## src/rtl/button_debounce.sv

```systemverilog
// button_debounce: synchronizes and debounces a raw board input into a clean
// clk-domain level, with one-cycle rise/fall pulses and a press counter.
// Optional long-press detector: define BUTTON_DEBOUNCE_LONG_PRESS_EN.
module button_debounce #(
  parameter int unsigned SYNC_STAGES     = 2,
  parameter int unsigned DEBOUNCE_CYCLES = 120000,
  parameter int unsigned CNT_WIDTH       = 17,
  parameter int unsigned COUNT_WIDTH     = 8
`ifdef BUTTON_DEBOUNCE_LONG_PRESS_EN
  ,
  parameter int unsigned LONG_PRESS_CYCLES = 12000000
`endif
) (
  input  logic                   clk,
  input  logic                   reset,
  input  logic                   inSignal,
  output logic                   stableLevel,
  output logic                   risePulse,
  output logic                   fallPulse,
  output logic [COUNT_WIDTH-1:0] pressCount,
  output logic                   longPress
);

  typedef enum logic [1:0] {
    ST_STABLE_LOW  = 2'd0,
    ST_CHECK_HIGH  = 2'd1,
    ST_STABLE_HIGH = 2'd2,
    ST_CHECK_LOW   = 2'd3
  } state_e;

  localparam logic [CNT_WIDTH-1:0] CNT_LAST = CNT_WIDTH'(DEBOUNCE_CYCLES - 1);

  logic [SYNC_STAGES-1:0] sync_q;
  logic                   sync_in;
  state_e                 state_q, state_d;
  logic [CNT_WIDTH-1:0]   cnt_q, cnt_d;
  logic                   stable_q, stable_d;
  logic                   rise_q, rise_d;
  logic                   fall_q, fall_d;
  logic [COUNT_WIDTH-1:0] press_q, press_d;
  logic                   accept_rise_c;
  logic                   accept_fall_c;

  assign sync_in = sync_q[SYNC_STAGES-1];

  // Metastability synchronizer; the only consumer of the raw pin.
  always_ff @(posedge clk or posedge reset) begin
    if (reset) begin
      sync_q <= '0;
    end else begin
      sync_q <= {sync_q[SYNC_STAGES-2:0], inSignal};
    end
  end

  // FSM state register.
  always_ff @(posedge clk or posedge reset) begin
    if (reset) begin
      state_q <= ST_STABLE_LOW;
    end else begin
      state_q <= state_d;
    end
  end

  // Next-state and debounce-counter logic; counter restarts on any bounce.
  always_comb begin
    state_d = state_q;
    cnt_d   = '0;
    case (state_q)
      ST_STABLE_LOW: begin
        if (sync_in) begin
          state_d = ST_CHECK_HIGH;
          cnt_d   = CNT_WIDTH'(1);
        end
      end
      ST_CHECK_HIGH: begin
        if (!sync_in) begin
          state_d = ST_STABLE_LOW;
        end else if (cnt_q == CNT_LAST) begin
          state_d = ST_STABLE_HIGH;
        end else begin
          cnt_d = cnt_q + CNT_WIDTH'(1);
        end
      end
      ST_STABLE_HIGH: begin
        if (!sync_in) begin
          state_d = ST_CHECK_LOW;
          cnt_d   = CNT_WIDTH'(1);
        end
      end
      ST_CHECK_LOW: begin
        if (sync_in) begin
          state_d = ST_STABLE_HIGH;
        end else if (cnt_q == CNT_LAST) begin
          state_d = ST_STABLE_LOW;
        end else begin
          cnt_d = cnt_q + CNT_WIDTH'(1);
        end
      end
      default: begin
        state_d = ST_STABLE_LOW;
      end
    endcase
  end

  // Output next-values: level, edge pulses and press count change only on acceptance.
  always_comb begin
    accept_rise_c = (state_q == ST_CHECK_HIGH) && sync_in && (cnt_q == CNT_LAST);
    accept_fall_c = (state_q == ST_CHECK_LOW) && !sync_in && (cnt_q == CNT_LAST);
    stable_d      = stable_q;
    rise_d        = 1'b0;
    fall_d        = 1'b0;
    press_d       = press_q;
    if (accept_rise_c) begin
      stable_d = 1'b1;
      rise_d   = 1'b1;
      press_d  = press_q + COUNT_WIDTH'(1);
    end else if (accept_fall_c) begin
      stable_d = 1'b0;
      fall_d   = 1'b1;
    end
  end

  // Counter and registered outputs.
  always_ff @(posedge clk or posedge reset) begin
    if (reset) begin
      cnt_q    <= '0;
      stable_q <= 1'b0;
      rise_q   <= 1'b0;
      fall_q   <= 1'b0;
      press_q  <= '0;
    end else begin
      cnt_q    <= cnt_d;
      stable_q <= stable_d;
      rise_q   <= rise_d;
      fall_q   <= fall_d;
      press_q  <= press_d;
    end
  end

  assign stableLevel = stable_q;
  assign risePulse   = rise_q;
  assign fallPulse   = fall_q;
  assign pressCount  = press_q;

`ifdef BUTTON_DEBOUNCE_LONG_PRESS_EN
  localparam int unsigned HOLD_W = (LONG_PRESS_CYCLES > 1) ? $clog2(LONG_PRESS_CYCLES) : 1;
  localparam logic [HOLD_W-1:0] HOLD_LAST = HOLD_W'(LONG_PRESS_CYCLES - 1);

  logic [HOLD_W-1:0] hold_q, hold_d;
  logic              fired_q, fired_d;
  logic              long_q, long_d;

  // Hold timer: counts while stably high, saturates, fires once per accepted press.
  always_comb begin
    hold_d  = '0;
    fired_d = fired_q;
    long_d  = 1'b0;
    if (state_q == ST_STABLE_HIGH) begin
      if (hold_q == HOLD_LAST) begin
        hold_d = hold_q;
        if (!fired_q) begin
          long_d  = 1'b1;
          fired_d = 1'b1;
        end
      end else begin
        hold_d = hold_q + HOLD_W'(1);
      end
    end else if ((state_q == ST_STABLE_LOW) || (state_q == ST_CHECK_HIGH)) begin
      fired_d = 1'b0;
    end
  end

  // Hold timer registers.
  always_ff @(posedge clk or posedge reset) begin
    if (reset) begin
      hold_q  <= '0;
      fired_q <= 1'b0;
      long_q  <= 1'b0;
    end else begin
      hold_q  <= hold_d;
      fired_q <= fired_d;
      long_q  <= long_d;
    end
  end

  assign longPress = long_q;
`else
  assign longPress = 1'b0;
`endif

endmodule
```

## config.mk

```make
export PLATFORM = sky130hd
export DESIGN_NAME = button_debounce
export DESIGN_NICKNAME = d
export VERILOG_FILES = /design/src/rtl/button_debounce.sv
export SDC_FILE = /design/constraint.sdc
export NUM_CORES = 1
export LEC_CHECK = 0
export ABC_AREA = 1
export CAP_MARGIN = 20
export CELL_PAD_IN_SITES_DETAIL_PLACEMENT = 0
export CELL_PAD_IN_SITES_GLOBAL_PLACEMENT = 1
export CORE_ASPECT_RATIO = 0.7
export CORE_MARGIN = 10
export CORE_UTILIZATION = 30
export CTS_CLUSTER_SIZE = 24
export DETAILED_ROUTE_END_ITERATION = 16
export HOLD_SLACK_MARGIN = 0.08
export PLACE_DENSITY_LB_ADDON = 0.1
export SETUP_SLACK_MARGIN = 0.2
export SYNTH_ARGS = -nofsm -noshare
export SYNTH_HDL_FRONTEND = slang
export SYNTH_SLANG_ARGS = --single-unit
```

## constraint.sdc

```tcl
create_clock -name clk -period 1.32 [get_ports clk]
set_clock_uncertainty 0.1 [all_clocks]
set_input_delay 0.264 -clock clk [delete_from_list [all_inputs] [get_ports clk]]
set_output_delay 0.264 -clock clk [all_outputs]
set_load 0.05 [all_outputs]
```

== Yosys cells after proc, flatten, opt, wreduce, memory -nomap -nowiden ==
Index checks and enable logic that the tools add are counted.
Operators by class
  equality and inequality tests: 8
  reduce and logical (&&, ||, !) cells: 8
  shift operators: 0
  divide/modulo/power cells: 0
  multiplexer cells: 18
  $lt $le $gt $ge: 0
  bitwise operators: 0
  add/sub/neg operators: 2
  multipliers: 0
Operators by type and width (count)
  $pmux 17 s4: 1
  $mux 17: 3
  $add 17x1->17 const B: 1
  $eq 17x17->1 const B: 1
  $mux 2: 6
  $add 8x1->8 const B: 1
  $pmux 2 s4: 1
  $mux 1: 7
  $ne 3x3->1 const B: 2
  $eq 2x2->1 const B: 2
  $logic_and 1x1->1: 4
  $ne 2x2->1 const B: 2
  $reduce_and 4->1: 1
  $eq 2x1->1 const B: 1
  $logic_not 2->1: 1
  $reduce_bool 2->1: 1
  $logic_not 1->1: 1
Storage, ports and cells
  bits in read-only memories: 0
  memory bits (writable): 0
  bits in latches: 0
  flip-flop bits (word level): 32
  memories: 0
  bits of input ports: 3

== Logic depth before layout (Yosys ltp) ==
  word-level depth: 5
  gate-level depth with buffers: 8
  mapped depth without buffers: 8

== Least setup slack after synthesis ==
No wires, ideal clock.
  path type: reg-to-reg
  start: register press_q[0], in the netlist pressCount[0]
  end: register press_q[4], in the netlist pressCount[4]
  data required time: 1.100 ns
  path slack: -0.288 ns
  stages on the path, launching flop included: 6
  buffers on the path: 0
  clock period less this slack: 1.608 ns
  data arrival time: 1.388 ns
  cells stage by stage: dfrtp_1 ha_1 nand3_1 xnor2_1 nand4_1 nand2_1
Between the ends
  longest elaborated chain between the ends: 1
RTL lines
  start, declared: RTL line 40  | logic [COUNT_WIDTH-1:0] press_q, press_d;
  start signal, assigned: RTL line 136  | press_q <= press_d;
  $add 8x1->8: RTL line 116  | press_d = press_q + COUNT_WIDTH'(1);
No other way between the ends.
A chain may end at the register's enable or synchronous reset.

== Worst setup path in the final report ==
  start: register cnt_q[0]
  end: register cnt_q[16]
Between the ends
  longest elaborated chain between the ends: 4
  elaborated cells between the ends (all ways): 6
RTL lines
  start, declared: RTL line 36  | logic [CNT_WIDTH-1:0] cnt_q, cnt_d;
  start signal, assigned: RTL line 132  | cnt_q <= cnt_d;
  $add 17x1->17 / $eq 17x17->1 (equally long branches)
  $mux 17 *: RTL line 78, 93
  $mux 17 (on tied branches): RTL line 91, 76
  $pmux 17 s4 *: RTL line 68  | case (state_q)
  net cnt_d[16]: RTL line 36
Mark *: on every way through the listed nets, which the timed path passes. The rest lies on a longest branch.

==> flow_summary.toml <==
[logic_synthesis]
postSynthCellCount = 238
synth_edf_count = 0
synth_top_flop_cell = "sky130_fd_sc_hd__dfrtp_1"
synth_top_cells_by_count = "sky130_fd_sc_hd__nand2_1, sky130_fd_sc_hd__nor2_1, sky130_fd_sc_hd__dfrtp_1"
synth.largest_area_cell = "sky130_fd_sc_hd__dfrtp_1"
synth_top_cells_by_area = "sky130_fd_sc_hd__dfrtp_1, sky130_fd_sc_hd__nand2_1, sky130_fd_sc_hd__nor2_1"
ys_seq_elements = 32
synthMostInstantiatedCell = "sky130_fd_sc_hd__nand2_1"
yosys.area.top_type_share_pct = 43.72
async_reset_ff_share_pct = 100.0
mappedNetlistArea_mm2 = 0.001832
synth.avg_cell_area_um2 = 7.696
yosys.cell_types.count = 28
synth_warnings = 0
synth.net_count = 243
seq_area_frac_synth_pct = 43.72

[setup_path]
worst-setup-path-type = "reg2reg"
crit_path_top_delay_cell = "sky130_fd_sc_hd__dfrtp_2"
critPathMostFrequentCell = "sky130_fd_sc_hd__nand3_4"
critical_path_rt_ns = 1.43
critical-path-top-delay-family = "simple AND/OR/NAND/NOR gates"
critical_path_peak_fanout = 5
reg2reg_to = "cnt_q[16]"
worst_ep_arrival_time_ns = 1.58
critical_path.endpoint_type = "flip-flop"
timing.reg2reg.setup_slack_ns = -0.15
worst_setup_path_start_kind = "flip-flop"
max_incr_delay_on_cp_ns = 0.43
worst_r2r_startpoint = "cnt_q[0]"
r2r.worst_path.cells = 7
critical_path.n_buffers_inverters = 2
crit_path_cell_trace = "ha_4 -> nand3_4 -> clkinv_4 -> buf_12 -> nand3_4 -> nand3_1 -> nor2_1"

[drt]
routed_wl_um = 4849
drt_iter0_drc = 53
firstDrtPassIters = 4
post_detailed_route_wirelength_per_cell_um = 12.31
route.detailed.vias_per_inst = 4.391
detail-route-antenna-nets = 0
drc_violations = 0
detailroute.via_count = 1730

[global_routing]
grt_pass1_wl_um = 8369
first_global_vias = 1735
grt_antenna_before_repair = 0
grt_usage_pct = 10.50
grt_max_degree = 33
overflow = 0

[cells_and_area]
layout_area_overhead_pct = 61.20
layout_cell_share_with_drive_strength_beyond_1_pct = 45.14
fillerInstances = 571
antenna_cells = 0
area.sequential_um2 = 812.0
multiInputGateArea_mm2 = 0.001080
num-nets-final = 324
final_core_utilization_pct = 50.80
postLayoutCellArea_mm2 = 0.002953

[floorplan]
initial_cell_density_of_the_core_pct = 31.51
fp.dieH_um = 85.38
floorplan.io_pins = 15
die_w_um = 113.4
core_mm2 = 0.005813
dieArea_mm2 = 0.009681
fp-row-count = 23

[clocking]
clock_insertion_delay_worst_skew_ns = 0.28
htree_num_levels = 2
cts_num_sinks = 32
cts_tree = "yes"
clock_tree.root_cell = "sky130_fd_sc_hd__clkbuf_8"
clk_pin_slew_ns = 0.07
numCtsBuffers = 5
post_cts_hold_buffer_count = 0
maximum_number_of_buffers_from_clock_root_to_sink = 2

[sta]
final_cycle_share_pct = 111.6
timing.final.max_slew_violations = 0
final.setup.tns_ns = -3.274
timing.hold.ws_ns = 0.2260
fmax_ghz = 0.6790
grt_setup_unrepaired = "yes"
post-route-min-period_ns = 1.473
setup_viol_count_final = 31
timing.final.hold_violations = 0
setup_ws_ns = -0.1527

[placement]
gpl_congestion = 0.7870
post-dp-hpwl_um = 3361
portBuffers = 13
dpl-instance-area_mm2 = 0.002545

[job]
cap_violations = 0

[pwr]
power_leakage_nw = 1.395
cellPowerDensity_mw_per_mm2 = 610.2
ir_worst_vdd_uv = 452.1

[worst_hold_path]
hp-class = "in2async"

[outcome]
result_of_the_run = "finished, violations left"
failing_checks = "negative setup slack"
metal layers:
metal  vias up  share of wire [%]  GRT usage (%)
met5         -                  0              0
met4         0               0.66          2.759
met3         5                4.1          3.165
met2        28                 40          14.25
met1       791                 55          15.37
li1        906                  -              -
power breakdown:
group,switching (W),internal [W]
clock network,0.000331,0.000362
registers,0.00000899,0.000990
logic,0.0000691,0.0000410
per-stage QoR:
stage | worst slack [ns] | instances | total power, W
detailed placement | -0.1192 | 364 | 0.001107
CTS | -0.1178 | 386 | 0.001833
finish | -0.1527 | 394 | 0.001802
global route | -0.2308 | 394 | 0.001907
global placement | -0.1722 | 364 | 0.001106
floorplan | -0.04947 | 238 | 0.001071
flip-flops by register name (all words and copies together), names as in the netlist, named ones only:
name         flops
cnt_q           17
fallPulse        1
pressCount       8
risePulse        1
stableLevel      1
state_q          1
sync_q           2
layout by cell type, fill, tap and decap left out, types with 6 or more instances in the layout:
master and instances:
sky130_fd_sc_hd__dfrtp_2 9, sky130_fd_sc_hd__nor2_4 8, sky130_fd_sc_hd__nand3_1 13, sky130_fd_sc_hd__nand4_1 11
sky130_fd_sc_hd__nand2_2 12, sky130_fd_sc_hd__dfrtp_1 23, sky130_fd_sc_hd__buf_12 14, sky130_fd_sc_hd__buf_6 7
sky130_fd_sc_hd__nor2_2 16, sky130_fd_sc_hd__nand2_1 63, sky130_fd_sc_hd__buf_4 53, sky130_fd_sc_hd__nor2_1 19
sky130_fd_sc_hd__inv_1 24, sky130_fd_sc_hd__xnor2_1 6
final cells by class:
type	instances	share of cell area, %
repair buffers	76	26.31
clock buffers	7	2.585
flip-flops and latches	32	27.50
inverters	29	3.856
multi-input cells	175	36.57
well taps	75	3.178
tightest hold or removal path: cells and delay by family:
kind	cells	cell delay (ns)
buf+inv	3	0.70
repair_timing:
action,in CTS,in global routing
gates cloned,1,0
setup buffers,14,8
hold endpoints to repair,0,0
gates resized for setup,23,21
endpoints found under the setup margin,41,41
pin swaps,7,13
kinds of logic (layout without fill, tap and decap cells):
kind of cell / count (synthesis) / after routing / share of synthesized area [%]
buffers and inverters: 32 / 112 / 7.650
DFF: 32 / 32 / 43.72
AOI/OAI and AO/OA: 4 / 4 / 1.092
adders and majority gates: 2 / 2 / 1.366
and+or+nand+nor: 156 / 157 / 40.71
other: 1 / 1 / 0.2047
xor gates and xnor gates: 11 / 11 / 5.259
worst max path at each step:
stage | start | to | slack [ns] | cells after the start
5_1_grt | cnt_q[0] | pressCount[4] | -0.23 | 8
3_3_place_gp | cnt_q[10] | cnt_q[16] | -0.17 | 7
6_report | cnt_q[0] | cnt_q[16] | -0.15 | 7
4_1_cts | cnt_q[0] | pressCount[0] | -0.12 | 8
3_5_place_dp | cnt_q[11] | pressCount[0] | -0.12 | 8
2_1_floorplan | cnt_q[0] | pressCount[5] | -0.05 | 8
No activity file was read; power rests on OpenSTA's default activity.
